[config.mk]
export PLATFORM = sky130hd
export DESIGN_NAME = header_parser_flat
export DESIGN_NICKNAME = d
export VERILOG_FILES = /design/src/rtl/header_parser_pkg.sv /design/src/rtl/header_parser_if.sv /design/src/rtl/header_parser_sat_counter.sv /design/src/rtl/header_parser.sv /design/src/flat_wrapper.sv
export SDC_FILE = /design/constraint.sdc
export NUM_CORES = 1
export LEC_CHECK = 0
export BUFFER_PORTS_ARGS = -buffer_cell sky130_fd_sc_hd__buf_2
export CAP_MARGIN = 20
export CELL_PAD_IN_SITES_DETAIL_PLACEMENT = 1
export CELL_PAD_IN_SITES_GLOBAL_PLACEMENT = 1
export CORE_MARGIN = 2
export CORE_UTILIZATION = 48
export CTS_CLUSTER_SIZE = 10
export DETAILED_ROUTE_END_ITERATION = 8
export PLACE_DENSITY = 0.9
export SYNTH_ARGS = -nofsm -noshare
export SYNTH_HDL_FRONTEND = slang
export SYNTH_HIERARCHICAL = 1
export SYNTH_SLANG_ARGS = --single-unit
[constraint.sdc]
create_clock -name clk -period 4.38 [get_ports clk]
set_input_delay 0.219 -clock clk [delete_from_list [all_inputs] [get_ports clk]]
set_output_delay 0.219 -clock clk [all_outputs]
set_load 0.01 [all_outputs]
[src/rtl/header_parser_pkg.sv]
// Shared definitions for the header engine: Ethernet/IPv4 constants, word
// indices, parser states and field-strobe bundle.
package header_engine_defs;

    localparam logic [15:0] ETHERTYPE_IPV4 = 16'h0800;
    localparam logic [7:0]  PROTO_TCP      = 8'd6;
    localparam logic [7:0]  PROTO_UDP      = 8'd17;

    // Word indices within the frame, word0 being the sop word.
    localparam logic [4:0] W_ETYPE = 5'd3;
    localparam logic [4:0] W_PROT  = 5'd5;
    localparam logic [4:0] W_SA    = 5'd7;
    localparam logic [4:0] W_DA    = 5'd8;

    typedef enum logic [1:0] {S_IDLE, S_ETH, S_IP, S_SKIP} state_t;

    typedef struct packed {
        logic soh;
        logic prot;
        logic sa;
        logic da;
        logic sp_dp;
        logic eoh;
        logic hdr_err;
    } strobes_t;

    // Word3 carries the ethertype followed by the IPv4 version/IHL byte.
    function automatic logic is_ipv4_hdr(input logic [31:0] w);
        return (w[31:16] == ETHERTYPE_IPV4) && (w[15:12] == 4'd4) && (w[11:8] >= 4'd5);
    endfunction

    function automatic logic has_ports(input logic [7:0] proto);
        return (proto == PROTO_TCP) || (proto == PROTO_UDP);
    endfunction

endpackage

[src/rtl/header_parser_if.sv]
// Word-stream tap into the header parser and the field strobes it produces.
interface header_parser_if;
    logic [31:0] in_data;
    logic        in_valid;
    logic        in_sop;
    logic        in_eop;
    logic [31:0] data;
    logic        soh;
    logic        prot;
    logic        sa;
    logic        da;
    logic        sp_dp;
    logic        eoh;
    logic        hdr_err;

    modport master (
        output in_data, in_valid, in_sop, in_eop,
        input  data, soh, prot, sa, da, sp_dp, eoh, hdr_err
    );

    modport slave (
        input  in_data, in_valid, in_sop, in_eop,
        output data, soh, prot, sa, da, sp_dp, eoh, hdr_err
    );
endinterface

[src/rtl/header_parser_sat_counter.sv]
// Statistics counter that sticks at all-ones instead of wrapping.
module sat_counter #(
    parameter int W = 16
) (
    input  logic         clk,
    input  logic         rst,
    input  logic         inc,
    output logic [W-1:0] count
);

    // NOTE: registers are written with <= so every flop samples pre-edge values.
    always_ff @(posedge clk or posedge rst) begin
        if (rst) begin
            count <= '0;
        end else if (inc && (count != '1)) begin
            count <= count + W'(1);
        end
    end

endmodule

[src/rtl/header_parser.sv]
// Ethernet/IPv4 header walker: realigns IPv4 fields across the 2-byte
// Ethernet offset and emits one registered field strobe per cycle.
module header_parser
    import header_engine_defs::*;
#(
    parameter int CNT_W = 16
) (
    input  logic             clk,
    input  logic             rst,
    header_parser_if.slave   bus,
    output logic [CNT_W-1:0] pkt_cnt,
    output logic [CNT_W-1:0] ipv4_cnt,
    output logic [CNT_W-1:0] err_cnt
);

    state_t      state, state_n;
    logic [4:0]  wcnt, wcnt_n;
    logic [3:0]  ihl, ihl_n;
    logic [7:0]  proto, proto_n;
    logic [15:0] prev_lo;
    logic        eoh_pend, eoh_pend_n;
    logic        err_pend, err_pend_n;
    strobes_t    strb, strb_n;
    logic [31:0] data_q, data_n;
    logic [31:0] realigned;
    logic        sp_dp_word;
    logic        pkt_inc;

    assign realigned = {prev_lo, bus.in_data[31:16]};

    always_ff @(posedge clk or posedge rst) begin
        if (rst) begin
            state    <= S_IDLE;
            wcnt     <= '0;
            ihl      <= '0;
            proto    <= '0;
            prev_lo  <= '0;
            eoh_pend <= 1'b0;
            err_pend <= 1'b0;
            strb     <= '0;
            data_q   <= '0;
        end else begin
            state    <= state_n;
            wcnt     <= wcnt_n;
            ihl      <= ihl_n;
            proto    <= proto_n;
            eoh_pend <= eoh_pend_n;
            err_pend <= err_pend_n;
            strb     <= strb_n;
            data_q   <= data_n;
            if (bus.in_valid) prev_lo <= bus.in_data[15:0];
        end
    end

    // NOTE: every variable gets a default first so no path can infer a latch.
    always_comb begin
        state_n     = state;
        wcnt_n      = wcnt;
        ihl_n       = ihl;
        proto_n     = proto;
        data_n      = data_q;
        eoh_pend_n  = 1'b0;
        err_pend_n  = 1'b0;
        strb_n      = '0;
        strb_n.eoh     = eoh_pend;
        strb_n.hdr_err = err_pend;
        sp_dp_word  = 1'b0;
        pkt_inc     = 1'b0;

        if (bus.in_valid) begin
            wcnt_n = (wcnt == 5'd31) ? wcnt : wcnt + 5'd1;
            if (bus.in_sop) begin
                // A new frame always restarts the walk; an open IPv4 header is aborted.
                wcnt_n  = 5'd1;
                state_n = bus.in_eop ? S_IDLE : S_ETH;
                pkt_inc = bus.in_eop;
                if (state == S_IP) begin
                    strb_n.eoh     = 1'b1;
                    strb_n.hdr_err = 1'b1;
                end
            end else begin
                pkt_inc = bus.in_eop && (state != S_IDLE);
                case (state)
                    S_IDLE: wcnt_n = wcnt;
                    S_ETH: begin
                        if ((wcnt == W_ETYPE) && is_ipv4_hdr(bus.in_data)) begin
                            strb_n.soh = 1'b1;
                            data_n     = bus.in_data;
                            ihl_n      = bus.in_data[11:8];
                            state_n    = S_IP;
                            if (bus.in_eop) begin
                                eoh_pend_n = 1'b1;
                                err_pend_n = 1'b1;
                                state_n    = S_IDLE;
                            end
                        end else if (bus.in_eop) begin
                            state_n = S_IDLE;
                        end else if (wcnt == W_ETYPE) begin
                            state_n = S_SKIP;
                        end
                    end
                    S_IP: begin
                        sp_dp_word = (wcnt == ({1'b0, ihl} + 5'd4));
                        if (wcnt == W_PROT) begin
                            strb_n.prot = 1'b1;
                            data_n      = bus.in_data;
                            proto_n     = bus.in_data[7:0];
                        end else if (wcnt == W_SA) begin
                            strb_n.sa = 1'b1;
                            data_n    = realigned;
                        end else if (wcnt == W_DA) begin
                            strb_n.da = 1'b1;
                            data_n    = realigned;
                        end else if (sp_dp_word) begin
                            strb_n.sp_dp = 1'b1;
                            data_n       = has_ports(proto) ? realigned : 32'h0;
                            eoh_pend_n   = 1'b1;
                            state_n      = bus.in_eop ? S_IDLE : S_SKIP;
                        end
                        if (bus.in_eop && !sp_dp_word) begin
                            eoh_pend_n = 1'b1;
                            err_pend_n = 1'b1;
                            state_n    = S_IDLE;
                        end
                    end
                    S_SKIP: if (bus.in_eop) state_n = S_IDLE;
                    default: state_n = S_IDLE;
                endcase
            end
        end
    end

    assign bus.data    = data_q;
    assign bus.soh     = strb.soh;
    assign bus.prot    = strb.prot;
    assign bus.sa      = strb.sa;
    assign bus.da      = strb.da;
    assign bus.sp_dp   = strb.sp_dp;
    assign bus.eoh     = strb.eoh;
    assign bus.hdr_err = strb.hdr_err;

    sat_counter #(.W(CNT_W)) u_pkt_cnt  (.clk(clk), .rst(rst), .inc(pkt_inc),        .count(pkt_cnt));
    sat_counter #(.W(CNT_W)) u_ipv4_cnt (.clk(clk), .rst(rst), .inc(strb_n.soh),     .count(ipv4_cnt));
    sat_counter #(.W(CNT_W)) u_err_cnt  (.clk(clk), .rst(rst), .inc(strb_n.hdr_err), .count(err_cnt));

endmodule

[src/flat_wrapper.sv]
// flat-port wrapper written by rule: the top's interface ports become plain ports
module header_parser_flat import header_engine_defs::*;
#(
    parameter int CNT_W = 16
)
  (clk, rst, pkt_cnt, ipv4_cnt, err_cnt, bus_in_data, bus_in_valid, bus_in_sop, bus_in_eop, bus_data, bus_soh, bus_prot, bus_sa, bus_da, bus_sp_dp, bus_eoh, bus_hdr_err);
  header_parser_if bus_i ();
  input  logic clk;
  input  logic rst;
  output logic [CNT_W-1:0] pkt_cnt;
  output logic [CNT_W-1:0] ipv4_cnt;
  output logic [CNT_W-1:0] err_cnt;
  input wire logic [$bits(bus_i.in_data)-1:0] bus_in_data;
  input wire logic [$bits(bus_i.in_valid)-1:0] bus_in_valid;
  input wire logic [$bits(bus_i.in_sop)-1:0] bus_in_sop;
  input wire logic [$bits(bus_i.in_eop)-1:0] bus_in_eop;
  output wire logic [$bits(bus_i.data)-1:0] bus_data;
  output wire logic [$bits(bus_i.soh)-1:0] bus_soh;
  output wire logic [$bits(bus_i.prot)-1:0] bus_prot;
  output wire logic [$bits(bus_i.sa)-1:0] bus_sa;
  output wire logic [$bits(bus_i.da)-1:0] bus_da;
  output wire logic [$bits(bus_i.sp_dp)-1:0] bus_sp_dp;
  output wire logic [$bits(bus_i.eoh)-1:0] bus_eoh;
  output wire logic [$bits(bus_i.hdr_err)-1:0] bus_hdr_err;
  assign bus_i.in_data = bus_in_data;
  assign bus_i.in_valid = bus_in_valid;
  assign bus_i.in_sop = bus_in_sop;
  assign bus_i.in_eop = bus_in_eop;
  assign bus_data = bus_i.data;
  assign bus_soh = bus_i.soh;
  assign bus_prot = bus_i.prot;
  assign bus_sa = bus_i.sa;
  assign bus_da = bus_i.da;
  assign bus_sp_dp = bus_i.sp_dp;
  assign bus_eoh = bus_i.eoh;
  assign bus_hdr_err = bus_i.hdr_err;
  header_parser #(.CNT_W(CNT_W)) u_core (.clk(clk), .rst(rst), .bus(bus_i), .pkt_cnt(pkt_cnt), .ipv4_cnt(ipv4_cnt), .err_cnt(err_cnt));
endmodule
# --- Yosys cells after proc, flatten, opt, wreduce, memory -nomap -nowiden ---
# Cells that the tools add are included.
totals:
  latch_bits: 0
  memories: 0
  mem_bits_rw: 0
  output_inout_bits: 87
  reg_bits: 124
  input_bits: 37
  mem_bits_ro: 0
classes:
  n_eq_ne: 26
  mul: 0
  n_addsub: 5
  bitwise: 1
  shift: 0
  reduce_logical: 19
  magnitude_cmp: 1
  n_div: 0
  mux: 52
ops:
  columns: ["op", "n"]
  rows:
  - ["$mux W32", 6]
  - ["$pmux W32 S2", 1]
  - ["$add A16 B1 Y16 const B", 3]
  - ["$ne A16 B16 Y1 const B", 3]
  - ["$mux W2", 15]
  - ["$mux W1", 20]
  - ["$mux W5", 4]
  - ["$eq A16 B12 Y1 const B", 1]
  - ["$ne A4 B4 Y1 const B", 4]
  - ["$eq A5 B3 Y1 const B", 2]
  - ["$eq A8 B3 Y1 const B", 1]
  - ["$eq A8 B5 Y1 const B", 1]
  - ["$logic_and A1 B1 Y1", 8]
  - ["$reduce_and A4 Y1", 2]
  - ["$reduce_and A8 Y1", 1]
  - ["$mux W7", 1]
  - ["$pmux W2 S3", 1]
  - ["$add A4 B3 Y5 const B", 1]
  - ["$add A5 B1 Y5 const B", 1]
  - ["$eq A5 B2 Y1 const B", 1]
  - ["$eq A5 B4 Y1 const B", 1]
  - ["$eq A5 B5 Y1", 1]
  - ["$eq A5 B5 Y1 const B", 1]
  - ["$ne A5 B3 Y1 const B", 1]
  - ["other kinds (19)", 23]

# --- Depth between registers and ports, before layout ---
# Gate-level depths: netlist of run 1.
logic_depth:
  depth_word: 10
  ltp_mapped: 8
  mapped_depth_nobuf: 8

# --- Cells and area by module ---
# The synthesis of run 1 kept the hierarchy.
by_module_without_submodules:
  columns: ["mod", "area_per_inst_um2", "seq_area_each_um2", "n_inst", "cells_each"]
  rows:
  - ["header_parser", 3794.9, 1901.8, 1, 282]
  - ["sat_counter at u_core.u_err_cnt ...", 805.8, 400.4, 2, 71]
  - ["sat_counter at u_core.u_pkt_cnt", 772.0, 400.4, 1, 67]

# --- Least setup slack after synthesis of run 1 ---
# Ideal clock, no wire load.
synth_timing:
  path_type: "reg-to-reg"
  from: "register u_core.wcnt[0]"
  to: "register u_core.u_ipv4_cnt.count[14]"
  setup_ps: 125
  stages_incl_launch_ff: 9
  slack_ps: 1407
  period_less_slack_ps: 2973
  n_path_buf: 0
  arrival_ps: 2848
  cell_sequence: "dfrtp_1 > ha_1 > or4b_4 > nand4b_4 > nor4_1 > and4_1 > nand3_1 > nor2_1 > mux2_2"
synth_lines:
  columns: ["element", "line_no", "text"]
  rows:
  - ["start: declaration", "header_parser.sv:17", "logic [4:0] wcnt, wcnt_n;"]
  - ["start signal: assignment", "header_parser.sv:44", "wcnt <= wcnt_n;"]
  - ["end signal: assignment", "header_parser_sat_counter.sv:16", "count <= count + W'(1);"]
  - ["end: declaration", "header_parser_sat_counter.sv:8", "output logic [W-1:0] count"]

==> impl_metrics.ini, run 1 <==
[route]
wl_per_cell_um = 21.1
dr.pass1.iters = 4
drc = 0
dr_total_vias = 4679
antenna_left = 0
routed_wl_um = 17100
drt-vias-per-instance = 5.79
drt-initial-drc-count = 317

[placed_design]
dp_hpwl_um = 12000
port_buffers = 123
post-place-cells = 776
placed_cell_area_um2 = 6960
gp_congestion = 0.836
dp_slack_ps = 1220

[timing]
worstMarginPinSlew_ps = 973
whs_ps = 86.3
clock_skew_ps = 6.16
worst_slack_ps = 1120
setup_viol = 0
hold_violations = 0
rsz0062_at_grt = no
final.period_utilization = 0.745
finalCriticalPeriod_ps = 3260
finalSetupTns_ps = 0
max-slew-margin-rel = 0.346
fmax_mhz = 307
slew_violations = 0

[floorplanning]
ios = 124
die-area_um2 = 13800
die_w_um = 117
die_y_um = 117
start_util = 0.492
num_rows = 41
coreArea_um2 = 12600

[critical_path]
timing.rr.start = u_core/wcnt[0]
arrival_ps = 3560
critical_path.max_fanout = 7
required_ps = 4680
crit_chain = ha_1 -> or4b_4 -> nand4b_4 -> nor4_1 -> buf_4 -> and4_1 -> nand3_1 -> nor2_1 -> mux2_2
cpMaxStageDelayCell = or4b_4
crit_family = simple AND/OR/NAND/NOR gates
worst-path-buf-inv = 1
rr_endpoint = u_core/u_ipv4_cnt/count[14]
critPathKind = register to register
r2r_cells = 9
start_kind = register
regToRegSetupSlack_ps = 1120
cp_num_cells = 9
worstSetupEndpointType = register
slowest_delay_ps = 500

[min_path]
hold_class = input pin to register
min_path_cells = 2
hold_end = u_core/prev_lo[1]
worstHoldStart = bus_in_data[1]

[global_routing]
antenna_found_initial = 0
grt_pass1_vias = 5092
grt_pass1_wl_um = 27800
grt_use_total = 0.256
grt_max_degree = 47
grt_overflow_total = 0

[cells_and_area]
fin_util = 0.600
nets = 673
stdcell_count = 808
finalInstanceArea_um2 = 7540
mostFrequentLayoutCells = dfrtp_1 (124), buf_2 (123), mux2_2 (36)
layout-drive-gt1-share = 0.392
final_common_cell = dfrtp_1
area_delta_synth_final_pct = 22.0
n_antenna_cell = 0

[logic_synthesis]
synth_edf_count = 0
synth.distinct_cells = 58
synth_seq_cells = 124
synth-async-reset-ratio = 1.00
syn_area_um2 = 6180
synth_nets = 540
yosys_warnings = 6
synth-main-ff-cell = dfrtp_1
synth.avg_cell_area_um2 = 12.6
synth-seq-area-share = 0.502
synth_cells = 491

[clocking]
htreeDepth = 4
clockRootBuffer = clkbuf_16
path_clk_slew_ps = 50
cts_sinks = 124
insertion_delay_ps = 410
post_cts_buffers = 0
cts.path.max_buffers = 2
cts_made_buffers = 17
cts_tree = built

[run_status]
status = completed

[power]
irDropWorstVdd_v = 0.000234
leakage_nw = 3.84
total_power_mw = 4.15
power_density_nw_per_um2 = 551

[run]
drv_cap = 0
layer usage:
layer | track usage | share of wire | vias up
li1 | - | - | 2100
met3 | 0.0673 | 0.050 | 40
met2 | 0.435 | 0.51 | 143
met5 | 0 | 0 | -
met4 | 0.105 | 0.027 | 0
met1 | 0.310 | 0.41 | 2396
power breakdown:
group | leakage (nW) | switching (mW) | internal, mW | total [mW]
Combinational | 1.95 | 0.607 | 0.618 | 1.23
Clock | 0.282 | 0.478 | 0.846 | 1.32
Sequential | 1.61 | 0.222 | 1.38 | 1.60
cell type report:
class	count	area, um^2
Clock buffer	24	502
Clock inverter	7	62.6
Fill cell	1308	5030
Inverter	12	45.0
Multi-Input combinational cell	340	2950
Sequential cell	124	3100
Tap cell	172	215
Timing Repair Buffer	129	663
worst max path at each step:
stage / from / slack, ps / to
global route: u_core/wcnt[0] / 950 / u_core/u_ipv4_cnt/count[14]
floorplan: u_core/wcnt[0] / 1410 / u_core/u_ipv4_cnt/count[14]
finish: u_core/wcnt[0] / 1120 / u_core/u_ipv4_cnt/count[14]
detailed placement: u_core/wcnt[0] / 1220 / u_core/u_ipv4_cnt/count[14]
global placement: u_core/wcnt[0] / 1390 / u_core/u_ipv4_cnt/count[14]
CTS: u_core/wcnt[0] / 1160 / u_core/u_ipv4_cnt/count[14]
cells by family after synthesis:
group	Yosys count	share of synthesized area
AO/OA/AOI/OAI	71	0.0911
adder cells (fa/ha/maj)	12	0.0243
AND/OR/NAND/NOR	149	0.161
multiplexers	69	0.144
flip-flops	124	0.502
buffers and inverters	27	0.0221
XOR/XNOR	39	0.0553
flip-flops by register name, summed over array words and instances, names as in the netlist:
register	cells
u_core/bus.prot	1
u_core/u_pkt_cnt/count	16
u_core/ihl	4
u_core/u_err_cnt/count	16
u_core/bus.da	1
u_core/bus.data	32
u_core/state	2
u_core/eoh_pend	1
u_core/proto	8
u_core/err_pend	1
u_core/u_ipv4_cnt/count	16
u_core/prev_lo	16
u_core/bus.sp_dp	1
u_core/bus.sa	1
u_core/bus.soh	1
u_core/wcnt	5
u_core/bus.hdr_err	1
u_core/bus.eoh	1
synthesized netlist by cell type (all sizes together) (2+ instances only):
cell,instances,area [um^2]
and4,11,98.9
nand2,26,105
nand2b,4,25.0
o21a,4,30.0
xor2,11,96.3
nor2b,2,12.5
o21bai,2,15.0
ha,12,150
and2,4,25.0
nor4,13,124
xnor2,28,245
a22o,32,280
inv,12,45.0
nor4b,3,26.3
nand3b,3,22.5
a21oi,11,55.1
a31oi,2,12.5
nor3,6,30.0
and3,13,83.8
clkbuf,7,26.3
o311ai,2,35.0
mux2,67,867
or4,2,18.8
nor2,14,52.6
dfrtp,124,3100
o21ai,8,51.3
a21o,3,22.5
buf,8,65.1
nor4bb,2,20.0
mux2i,2,20.0
nand4,23,208
nand3,20,100
what timing repair did:
item,4_1_cts,5_1_grt
gates resized for setup,0,0
hold buffers,1,0
hold endpoints to repair,78,0
(Power assumes the default switching activity.)
==> inputs of run 2 (changes only) <==
- CORE_UTILIZATION: 48 -> 44
- PLACE_DENSITY: 0.9 -> 0.84
- clock period: 4.38 -> 3.1 ns (I/O delays scaled with it)
==> run 2 against run 1 <==
  * Sequential cell count unchanged
  * Sequential share of layout area down 0.87 points
  * Register-to-register slack worse by 930 ps
  * Utilization down 4.1 points
  * Clock skew up 5.6 ps
  * Via count down 1.4%
  * Power up 47%
  * Fmax up 12%
==> impl_metrics.ini, run 2 (synthesized netlist as in run 1, its figures left out) <==
[run_status]
status = completed

[route]
drt-initial-drc-count = 341
antenna_left = 0
dr.pass1.iters = 6
drt-vias-per-instance = 5.60
drc = 0
dr_total_vias = 4613
routed_wl_um = 16700
wl_per_cell_um = 20.3

[floorplanning]
die_w_um = 123
die-area_um2 = 15000
coreArea_um2 = 13800
die_y_um = 123
num_rows = 43
start_util = 0.449
ios = 124

[critical_path]
start_kind = register
critical_path.max_fanout = 7
rr_endpoint = u_core/u_ipv4_cnt/count[14]
critPathKind = register to register
worstSetupEndpointType = register
timing.rr.start = u_core/wcnt[0]
cpMaxStageDelayCell = or4b_4
crit_end = u_core/u_ipv4_cnt/count[14]
r2r_cells = 8
cp_num_cells = 8
slowest_delay_ps = 500
cp-startpoint = u_core/wcnt[0]
crit_chain = ha_1 -> or4b_4 -> nand4b_4 -> nor4_4 -> and4_1 -> nand3_1 -> nor2_1 -> mux2_2
required_ps = 3410
worst-path-buf-inv = 0
arrival_ps = 3220
regToRegSetupSlack_ps = 180
crit_family = simple AND/OR/NAND/NOR gates

[power]
leakage_nw = 3.91
total_power_mw = 6.11
irDropWorstVdd_v = 0.000446
power_density_nw_per_um2 = 794

[global_routing]
grt_max_degree = 53
grt_pass1_vias = 4978
grt_pass1_wl_um = 27100
grt_use_total = 0.237
grt_overflow_total = 0
antenna_found_initial = 0

[timing]
slew_violations = 0
fmax_mhz = 343
final.period_utilization = 0.940
max-slew-margin-rel = 0.464
finalSetupTns_ps = 0
finalCriticalPeriod_ps = 2920
worstMarginPinSlew_ps = 801
setup_viol = 0
rsz0062_at_grt = no
clock_skew_ps = 11.8
hold_violations = 0

[clocking]
post_cts_buffers = 0
cts_made_buffers = 17
cts.path.max_buffers = 2
cts_tree = built
cts_sinks = 124
clockRootBuffer = clkbuf_16
insertion_delay_ps = 420
htreeDepth = 4
path_clk_slew_ps = 60

[placed_design]
dp_hpwl_um = 11400
gp_congestion = 0.885
placed_cell_area_um2 = 7020
post-place-cells = 789
port_buffers = 123

[cells_and_area]
finalInstanceArea_um2 = 7700
nets = 680
stdcell_count = 824
final_common_cell = dfrtp_1
layout-drive-gt1-share = 0.399
n_antenna_cell = 0
mostFrequentLayoutCells = dfrtp_1 (124), buf_2 (123), mux2_2 (36)
largest_reg_flops = 32
area_delta_synth_final_pct = 24.6
n_fill_cell = 1475

[min_path]
min_path_cells = 2
hold_class = input pin to register

[run]
drv_cap = 0
## run 2: cell count changes in the layout (fill, tap and decap cells not counted), sizes merged
| cell | change |
|---|---|
| bufinv | +3 |
| buf | +5 |
| clkbuf | -5 |
| clkinvlp | +1 |
| inv | +2 |
| dlygate4sd3 | +2 |
## run 2: report_power, final
group | switching [mW] | internal (mW) | leakage (nW) | total [mW]
registers | 0.305 | 1.95 | 1.61 | 2.26
logic | 0.861 | 0.877 | 2.00 | 1.74
clock network | 0.745 | 1.37 | 0.304 | 2.12
total | 1.91 | 4.20 | 3.91 | 6.11
## run 2: layer usage
metal | vias to the layer above | track usage | part of all wire
li1 | 2119 | - | -
met1 | 2328 | 0.293 | 0.42
met2 | 133 | 0.394 | 0.51
met3 | 33 | 0.0609 | 0.050
met4 | 0 | 0.0963 | 0.025
met5 | - | 0 | 0
## run 2: layout make-up
cell class                      count  area (um^2)  area share
Sequential cell                   124         3100       0.403
Multi-Input combinational cell    340         2960       0.385
Timing Repair Buffer              136          733      0.0952
Clock buffer                       19          443      0.0575
Tap cell                          180          225      0.0292
Clock inverter                     13          189      0.0245
Inverter                           12         45.0     0.00585
## run 2: what timing repair did
action / CTS / global route
hold buffers: 3 / 0
endpoints found under the setup margin: 0 / 7
hold endpoints to repair: 74 / 0
resized for setup: 0 / 2
## run 2: per-stage QoR
| stage | utilization | hold slack (ps) | setup WS [ps] |
|---|---|---|---|
| floorplan | - | 68.7 | 127 |
| global placement | 0.510 | 286 | 243 |
| detailed placement | 0.510 | 293 | -6.70 |
| CTS | 0.558 | 6.50 | 3.33 |
| global route | 0.559 | 15.3 | 39.9 |
| finish | 0.559 | 29.9 | 185 |
## run 2: worst reg2reg max path: stages, from the launching register on
cell	delay [ps]
dfrtp_1	470
ha_1	310
or4b_4	500
nand4b_4	250
nor4_4	310
and4_1	320
nand3_1	150
nor2_1	160
mux2_2	340
## run 2: worst min-delay path by stage
stage	from	end	slack [ps]
after floorplan	rst	u_core/u_err_cnt/count[0]	70
after global placement	rst	u_core/bus.hdr_err	290
after detailed placement	rst	u_core/bus.hdr_err	290
after CTS	bus_in_data[13]	u_core/prev_lo[13]	7
after global routing	bus_in_data[13]	u_core/prev_lo[13]	20
final	bus_in_data[13]	u_core/prev_lo[13]	30
==> inputs of run 3 (changes only) <==
--- a/config.mk
+++ b/config.mk
@@ -14,4 +14,5 @@
 export CTS_CLUSTER_SIZE = 10
 export DETAILED_ROUTE_END_ITERATION = 8
+export GPL_TIMING_DRIVEN = 0
 export PLACE_DENSITY = 0.84
 export SYNTH_ARGS = -nofsm -noshare
==> constraint.sdc (replaced) <==
create_clock -name clk -period 3.1 [get_ports clk]
set_input_delay 0.31 -clock clk [delete_from_list [all_inputs] [get_ports clk]]
set_output_delay 0.31 -clock clk [all_outputs]
set_load 0.01 [all_outputs]
==> run 3 against run 2 <==
  * Cell count is 0.61% higher
  * Fmax is 1.1% lower
  * Setup slack worse by 32 ps
  * Die area stayed put
  * Critical path depth stayed put
  * Clock skew is 4.1 ps lower
  * Sequential power is 2% lower
  * Non-clock buffer count is 5 higher
  * Global-route usage is 0.31 points lower
  * Largest power group unchanged
==> impl_metrics.ini, run 3 (synthesized netlist as in run 1, its figures left out) <==
[run_status]
status = completed

[critical_path]
cp_num_cells = 8
start_kind = register
worstSetupEndpointType = register
r2r_cells = 8
arrival_ps = 3250
required_ps = 3400
slowest_delay_ps = 500
crit_family = simple AND/OR/NAND/NOR gates
regToRegSetupSlack_ps = 150
critPathKind = register to register
critical_path.max_fanout = 6
worst-path-buf-inv = 0
crit_chain = ha_2 -> or4b_4 -> nand4b_4 -> nor4_4 -> and4_2 -> nand3_1 -> nor2_1 -> mux2_2
cpMaxStageDelayCell = or4b_4

[power]
swShare = 0.298
p_clk_frac = 0.355
leakage_nw = 3.94
power_switching_mw = 1.85
total_power_mw = 6.22
power_density_nw_per_um2 = 802
irDropWorstVdd_v = 0.000413
sequentialPowerShare = 0.357
intPower_mw = 4.36
pwr-share-comb = 0.289

[timing]
max-slew-margin-rel = 0.372
clock_skew_ps = 7.65
final.period_utilization = 0.951
finalCriticalPeriod_ps = 2950
setup_viol = 0
fmax_mhz = 339
hold_violations = 0
worstMarginPinSlew_ps = 934
rsz0062_at_grt = no
worst_slack_ps = 152
slew_violations = 0

[clocking]
cts_tree = built
path_clk_slew_ps = 60
cts.path.max_buffers = 2
htreeDepth = 4
cts_made_buffers = 17
insertion_delay_ps = 420
cts_sinks = 124
clockRootBuffer = clkbuf_16

[floorplanning]
die-area_um2 = 15000
ios = 124
start_util = 0.449
coreArea_um2 = 13800
num_rows = 43
die_y_um = 123
die_w_um = 123

[global_routing]
antenna_found_initial = 0
grt_pass1_wl_um = 26800
grt_overflow_total = 0
grt_use_total = 0.234
grt_max_degree = 75
grt_pass1_vias = 5085

[placed_design]
port_buffers = 123
dp_slack_ps = -641
placed_cell_area_um2 = 7050
gp_congestion = 0.832
dp_hpwl_um = 12100
post-place-cells = 795

[route]
drc = 0
drt-vias-per-instance = 5.69
wl_per_cell_um = 20.1
drt-initial-drc-count = 317
antenna_left = 0
dr.pass1.iters = 4
dr_total_vias = 4715
routed_wl_um = 16700

[cells_and_area]
largest_reg_flops = 32
final_common_cell = buf_2
mostFrequentLayoutCells = buf_2 (124), dfrtp_1 (123), mux2_2 (36)
area_delta_synth_final_pct = 25.5
nets = 685
n_antenna_cell = 0
stdcell_count = 829
finalInstanceArea_um2 = 7750
layout-drive-gt1-share = 0.396

[min_path]
min_path_cells = 2
hold_class = input pin to register

[run]
drv_cap = 0
run 3: changes by cell type in the layout (fill, tap and decap cells not counted), moves of 2 or more:
cell           delta
buf_1             +2
clkbuf_8          +3
clkinv_2          +2
buf_6             +4
clkinvlp_4        -2
buf_4             -7
inv_6             -2
clkbuf_1          +6
dlygate4sd3_1     -2
run 3: final timing paths:
path | start | end
setup / recovery | u_core/wcnt[1] | u_core/u_ipv4_cnt/count[14]
hold / removal | bus_in_data[1] | u_core/prev_lo[1]
setup reg to reg | u_core/wcnt[1] | u_core/u_ipv4_cnt/count[14]
hold reg to reg | u_core/eoh_pend | u_core/bus.eoh
max in group asynchronous | rst | u_core/u_err_cnt/count[7]
min in group asynchronous | rst | u_core/bus.soh
run 3: metal layers:
layer,GRT usage,up-vias,share of wire
li1,-,2128,-
met1,0.284,2437,0.42
met5,0,-,0
met2,0.403,110,0.51
met4,0.0977,0,0.027
met3,0.0483,40,0.037
run 3: power groups by stage:
| stage | logic (mW) | clock network, mW | registers (mW) |
|---|---|---|---|
| global placement | 1.68 | 0 | 2.21 |
| detailed placement | 1.77 | 0 | 2.24 |
| CTS | 1.80 | 2.25 | 2.22 |
| floorplan | 1.07 | 0 | 2.31 |
| finish | 1.80 | 2.21 | 2.22 |
| global route | 1.94 | 2.34 | 2.27 |
run 3: timing repair:
item,4_1_cts,5_1_grt
gates cloned,0,0
endpoints found under the setup margin,14,4
resized for setup,2,3
hold buffers,1,0
endpoints found under the hold margin,2,0
pin swaps,1,1
setup buffers,1,0
run 3: area by class of cell:
class                      instances  area [um^2]
inverter                          12         47.5
multi-input combinational        340         2960
clock inverter                    11          188
fill                            1459         6020
tap                              180          225
sequential                       124         3100
buffer                            15         91.3
timing repair buffer             126          661
clock buffer                      21          480
run 3: worst register-to-register path, stage by stage, from the launching register on:
cell	delay, ps
dfrtp_1	450
ha_2	280
or4b_4	500
nand4b_4	260
nor4_4	340
and4_2	340
nand3_1	150
nor2_1	170
mux2_2	350
run 3: stage by stage:
step           utilization  hold slack (ps)  TNS, ps
4_1_cts              0.563              155        0
5_1_grt              0.563              164        0
3_3_place_gp         0.510              420    -7430
3_5_place_dp         0.512              229    -4580
6_report             0.563              170        0
2_1_floorplan            -              224        0
